**src/rtl/div_fpu.sv**
```systemverilog
//------------------------------------------------------------------------------
// div_fpu : iterative binary32 divider, restoring radix-2, RNE, denormals flushed
// Revision: 1.0
//------------------------------------------------------------------------------
`default_nettype none

module div_fpu (
  input  logic        clk,
  input  logic        rst,
  input  logic        start,
  input  logic [31:0] a,
  input  logic [31:0] b,
  output logic        ready,
  output logic [31:0] result,
  output logic        busy,
  output logic        div_by_zero
);

  typedef enum logic [1:0] {
    IDLE   = 2'd0,
    UNPACK = 2'd1,
    DIVIDE = 2'd2,
    ROUND  = 2'd3
  } state_t;

  state_t             state;
  logic [31:0]        op_a, op_b;
  logic               sign;
  logic signed [9:0]  exp_q;
  logic [24:0]        rem;
  logic [23:0]        divisor;
  logic [25:0]        quo;
  logic [4:0]         cnt;
  logic               special, special_dbz;
  logic [31:0]        special_val;

  logic [7:0]         ea, eb;
  logic [22:0]        fa, fb;
  logic [23:0]        ma, mb;
  logic               a_nan, b_nan, a_inf, b_inf, a_zero, b_zero, sgn;
  logic signed [9:0]  e_raw;
  logic               sp, sp_dbz;
  logic [31:0]        sp_val;

  always_comb begin
    ea     = op_a[30:23];
    eb     = op_b[30:23];
    fa     = op_a[22:0];
    fb     = op_b[22:0];
    ma     = {|ea, fa};
    mb     = {|eb, fb};
    a_nan  = (ea == 8'hFF) && (fa != 23'd0);
    b_nan  = (eb == 8'hFF) && (fb != 23'd0);
    a_inf  = (ea == 8'hFF) && (fa == 23'd0);
    b_inf  = (eb == 8'hFF) && (fb == 23'd0);
    a_zero = (ea == 8'h00);
    b_zero = (eb == 8'h00);
    sgn    = op_a[31] ^ op_b[31];
    e_raw  = signed'({2'b00, ea}) - signed'({2'b00, eb}) + 10'sd127;
    sp     = 1'b1;
    sp_dbz = 1'b0;
    sp_val = 32'h7FC0_0000;
    if (a_nan || b_nan || (a_zero && b_zero) || (a_inf && b_inf)) begin
      sp_val = 32'h7FC0_0000;
    end else if (a_inf) begin
      sp_val = {sgn, 8'hFF, 23'd0};
    end else if (b_zero) begin
      sp_val = {sgn, 8'hFF, 23'd0};
      sp_dbz = 1'b1;
    end else if (b_inf || a_zero) begin
      sp_val = {sgn, 31'd0};
    end else begin
      sp = 1'b0;
    end
  end

  logic [25:0] diff;
  logic        borrow;
  logic [24:0] rem_next;

  always_comb begin
    diff     = {1'b0, rem} - {2'b00, divisor};
    borrow   = diff[25];
    rem_next = borrow ? {rem[23:0], 1'b0} : {diff[23:0], 1'b0};
  end

  // quo[25] integer bit, quo[24:2] fraction, quo[1] guard, quo[0] round
  logic              inc;
  logic [24:0]       mant;
  logic signed [9:0] e_fin;
  logic [31:0]       rnd_val;

  always_comb begin
    inc   = quo[1] & (quo[0] | (rem != 25'd0) | quo[2]);
    mant  = {1'b0, quo[25:2]} + {24'd0, inc};
    e_fin = mant[24] ? exp_q + 10'sd1 : exp_q;
    if (e_fin >= 10'sd255) begin
      rnd_val = {sign, 8'hFF, 23'd0};
    end else if (e_fin <= 10'sd0) begin
      rnd_val = {sign, 31'd0};
    end else begin
      rnd_val = {sign, e_fin[7:0], mant[24] ? 23'd0 : mant[22:0]};
    end
  end

  always_ff @(posedge clk) begin
    if (rst) begin
      state       <= IDLE;
      ready       <= 1'b0;
      busy        <= 1'b0;
      result      <= 32'd0;
      div_by_zero <= 1'b0;
      cnt         <= 5'd0;
      op_a        <= 32'd0;
      op_b        <= 32'd0;
      sign        <= 1'b0;
      exp_q       <= 10'sd0;
      rem         <= 25'd0;
      divisor     <= 24'd0;
      quo         <= 26'd0;
      special     <= 1'b0;
      special_dbz <= 1'b0;
      special_val <= 32'd0;
    end else begin
      case (state)
        IDLE: begin
          ready <= 1'b0;
          busy  <= start;
          if (start) begin
            op_a        <= a;
            op_b        <= b;
            div_by_zero <= 1'b0;
            state       <= UNPACK;
          end
        end
        UNPACK: begin
          sign        <= sgn;
          divisor     <= mb;
          // pre-normalise so the quotient lands in [1,2)
          exp_q       <= (ma < mb) ? e_raw - 10'sd1 : e_raw;
          rem         <= (ma < mb) ? {ma, 1'b0} : {1'b0, ma};
          quo         <= 26'd0;
          cnt         <= 5'd0;
          special     <= sp;
          special_dbz <= sp_dbz;
          special_val <= sp_val;
          state       <= DIVIDE;
        end
        DIVIDE: begin
          rem <= rem_next;
          quo <= {quo[24:0], ~borrow};
          if (cnt == 5'd25) begin
            cnt   <= 5'd0;
            state <= ROUND;
          end else begin
            cnt <= cnt + 5'd1;
          end
        end
        ROUND: begin
          result      <= special ? special_val : rnd_val;
          div_by_zero <= special & special_dbz;
          ready       <= 1'b1;
          state       <= IDLE;
        end
        default: state <= IDLE;
      endcase
    end
  end

endmodule

`default_nettype wire
```
**config.mk**
```make
export PLATFORM = sky130hd
export DESIGN_NAME = div_fpu
export DESIGN_NICKNAME = d
export VERILOG_FILES = /design/src/rtl/div_fpu.sv
export SDC_FILE = /design/constraint.sdc
export NUM_CORES = 1
export LEC_CHECK = 0
export ABC_AREA = 1
export CORE_MARGIN = 5
export CORE_UTILIZATION = 53
export CTS_CLUSTER_DIAMETER = 120
export DETAILED_ROUTE_END_ITERATION = 12
export PLACE_DENSITY = 0.8
export SETUP_SLACK_MARGIN = 0.05
export SYNTH_ARGS = -nofsm -noshare
export SYNTH_HDL_FRONTEND = slang
export SYNTH_SLANG_ARGS = --single-unit
```
**constraint.sdc**
```tcl
create_clock -name clk -period 2.4 [get_ports clk]
set_input_delay 0.72 -clock clk [delete_from_list [all_inputs] [get_ports clk]]
set_output_delay 0.72 -clock clk [all_outputs]
set_load 0.05 [all_outputs]
```
==> results.md <==
* Setup violators final at 34
* Setup crit start: op_a[23]$_SDFFE_PP0P_
* Placed cell area at 13730 um2
* Crit path to: exp_q[8]$_SDFFE_PP0N_
* Synth warn at 0
* Max Freq at around 0.36 GHz
* Number of global-route vias before repair at 12011
* CORE AREA at 21960 um2
* CP Launch Type: flip-flop
* CTS root buffer: clkbuf_16
* Commonest non-fill, non-tap cell in the layout: nand2_1
* Clock share of power at 0.132
* Max H-tree Level at 4
* Global-route wire length before repair at 58.14 mm
* Status: complete, but fails checks
* CP max FO at 3
* Most frequent cells in the layout: 358 x nand2_1, 222 x inv_1, 210 x a21oi_1
* Final period util at 1.164
* RSZ-0062 raised after global routing: yes
* Full die area at 25500 um2
* CTS tree: built
* Port bufs at 101
* Area delta synth->final at 28.55%
* Synth Cell Area at 11880 um2
* Via count at between 10000 and 15000
* Filler Cells Inserted at 1691
* Die outline height at 159.7 um
* Mean Syn Cell Area at 6.613 um2
* Sw power at 11540 uW
* Starting Density at 0.5409
* DRC viols at 0
* Drt pass-1 iters at 6
* Ports at slightly above 100
* Synth cell types at 48
* Max_slew headroom at 0.3419
* R2r setup slk at -0.39 ns
* Row count at 54
* Maximum vdd drop at roughly 0.89 mV
* Max capacitance violation total at 0
* DR iter-0 viols at 1267
* Sequential share of power at 0.197
* EDFF count, synth at 0
* Ys async rst share at 0
* Total wire length at 37.14 mm
* Die Span X at 159.7 um
* Total Power at between 20000 and 25000 uW
* Cell Int Power at 11740 uW
* Post-route antenna net violation count at 0
* Cell count after synthesis at 1796
* Clk buf depth at 2
* Hold WC Path Type: flip-flop to flip-flop
* Clock transition at path regs at 0.08 ns
* Layout cells sized above 1 at 0.1590
* Clock latency at the later pin of the worst-skew pair at 0.45 ns
* WS Path Type: flip-flop to flip-flop
* PwrDens at about 1500 nW/um2
* Vias per inst at about 5.8
* Routability cong. at 0.9332
* Post-route design area at 15270 um2
* Leak Pwr at 0.007004 uW
* Drt wl/cell at 16.42 um
* Syn_nets at 1931
* Total CTS buffers at 17
* Reg-to-reg startpoint: op_a[23]$_SDFFE_PP0P_
* Worst setup EP type: flip-flop
* Tot GR Track Use at 0.2711
* WHS Path Cells at 2
* Final worst slack at -0.3945 ns
* Largest net degree at the start of global routing at 90
* Clock Skew at 0.01499 ns
* Final Hold Viols at 0
* Total grt overflow at 0
* Hpwl dp at 24.66 mm
* Sequential share of the synthesized area at 0.3320
* Worst slew pin tran at about 0.99 ns
* Post-synth top flop: dfxtp_1
* Antenna violations before repair at 1
* Sw Ratio at 0.4957
* Period minus WS final at 2.795 ns
* Clock sinks at between 150 and 200
* Arr. time, crit path at about 3.1 ns
* Nets at between 2000 and 2500
* Combinational share of power at 0.670
* Req. time, crit path at between 2 and 3 ns
* Synthesis-stage register bit count at 197
* Reg-to-Reg End: exp_q[8]$_SDFFE_PP0N_
* Failing checks: setup timing
* Final Slew Violations at 0
* Worst Reg-to-Reg Cells at 17
what timing repair did:
| item | CTS | global route |
|---|---|---|
| gates resized for setup | 85 | 108 |
| pin swaps | 35 | 51 |
| setup buffers | 24 | 9 |
| hold buffers | 0 | 0 |
| hold endpoints to repair | 0 | 0 |
| cloned | 3 | 1 |
| setup endpoints to repair | 58 | 94 |
kinds of logic (layout without fill, tap and decap cells):
kind of cell,after synthesis,after routing,share of synthesized area
flip-flops,197,197,0.3320
AND/OR/NAND/NOR,734,734,0.2658
adder cells (fa/ha/maj),68,68,0.07290
buffers and inverters,320,505,0.1050
other,0,1,0
AO/OA/AOI/OAI,441,441,0.1977
XOR/XNOR,36,36,0.02655
metal layers:
metal,up-vias,part of all wire,GRT usage
met5,-,0,0
met4,0,0.049,0.1085
met3,161,0.077,0.04330
met2,681,0.46,0.4435
met1,5927,0.42,0.3589
li1,6255,-,-
critical path: stages, from the launching register on:
cell and delay [ns]:
dfxtp_2 0.33, inv_2 0.07, ha_4 0.13, inv_2 0.04, fa_2 0.54, inv_2 0.07, ha_4 0.17, nand2_4 0.07
inv_4 0.05, nor2_4 0.13, buf_4 0.14, nand3_2 0.13, nor3_2 0.28, nand3_1 0.17, nand2_1 0.14, nand3_1 0.09
nand2_1 0.10, inv_1 0.05
state kept, by name, summed over array words and instances, names as in the netlist, 2 cells and up:
register / flops
result: 32
divisor: 24
rem: 25
cnt: 5
quo: 26
op_a: 32
op_b: 32
exp_q: 10
state: 2
special_val: 3
cells in the mapped netlist (3+ instances only):
cell type  count  share of area
a21boi_0       3         0.0019
nor3_1        16         0.0067
nor2_2         5         0.0026
o21ai_0      161          0.068
inv_2          4         0.0013
xor2_1        20          0.015
ha_1          66          0.070
or2_2          8         0.0042
o211ai_1      18          0.011
nand3_1      128          0.054
buf_1          6         0.0019
inv_1        233          0.074
nand2_1      376           0.12
xnor2_1       16          0.012
o21ai_1        3         0.0013
o31ai_1        3         0.0019
dfxtp_1      197           0.33
a21o_1         4         0.0025
buf_4          4         0.0025
nor4_1        14         0.0074
nand4_1       34          0.018
nor2_1       135          0.043
a31oi_1        4         0.0021
a21oi_2        6         0.0044
clkbuf_1      60          0.019
a21oi_1      224          0.094
buf_2          8         0.0034
o21a_1         4         0.0025
nand3b_1       3         0.0019
nand2_2        8         0.0042
final cells by class:
| type | instances | area (um2) | share of cell area |
|---|---|---|---|
| diodes | 1 | 2.502 | 0.0001639 |
| clock buffers | 18 | 439.2 | 0.02876 |
| clock inverters | 14 | 206.4 | 0.01352 |
| inverters | 238 | 900.9 | 0.05900 |
| multi-input cells | 1279 | 7168 | 0.4695 |
| flip-flops and latches | 197 | 3955 | 0.2590 |
| well taps | 280 | 350.3 | 0.02295 |
| repair buffers | 235 | 2246 | 0.1471 |
worst min path at each step:
stage                            startpoint                            to  slack [ns]
2_1_floorplan          quo[25]$_SDFFE_PP0P_          quo[25]$_SDFFE_PP0P_        0.45
3_3_place_gp        result[14]$_SDFFE_PP0P_       result[14]$_SDFFE_PP0P_        0.45
3_5_place_dp   special_val[31]$_SDFFE_PP0N_  special_val[31]$_SDFFE_PP0N_        0.46
4_1_cts        special_val[31]$_SDFFE_PP0N_  special_val[31]$_SDFFE_PP0N_        0.47
5_1_grt        special_val[31]$_SDFFE_PP0N_  special_val[31]$_SDFFE_PP0N_        0.49
6_report             result[3]$_SDFFE_PP0P_        result[3]$_SDFFE_PP0P_        0.47
power by group through the flow:
stage	sequential (uW)	combinational (uW)	clock (uW)
after global placement	4560	12200	0
after detailed placement	4600	12400	0
after CTS	4550	14000	3090
after floorplan	4570	8720	0
after global routing	4660	17000	3230
final	4600	15600	3080
per-stage QoR:
stage	worst slack, ns	hold slack [ns]	std cells	util	setup TNS (ns)
floorplan	0.05429	0.4454	1796	-	0
global placement	-0.1432	0.4529	2195	0.6251	-2.053
detailed placement	-0.2692	0.4559	2195	0.6251	-6.443
CTS	-0.07151	0.4687	2254	0.6770	-0.4374
global route	-0.4868	0.4854	2262	0.6953	-8.821
finish	-0.3945	0.4653	2262	0.6953	-3.467
Note: power is estimated with default switching activity, not from simulation.
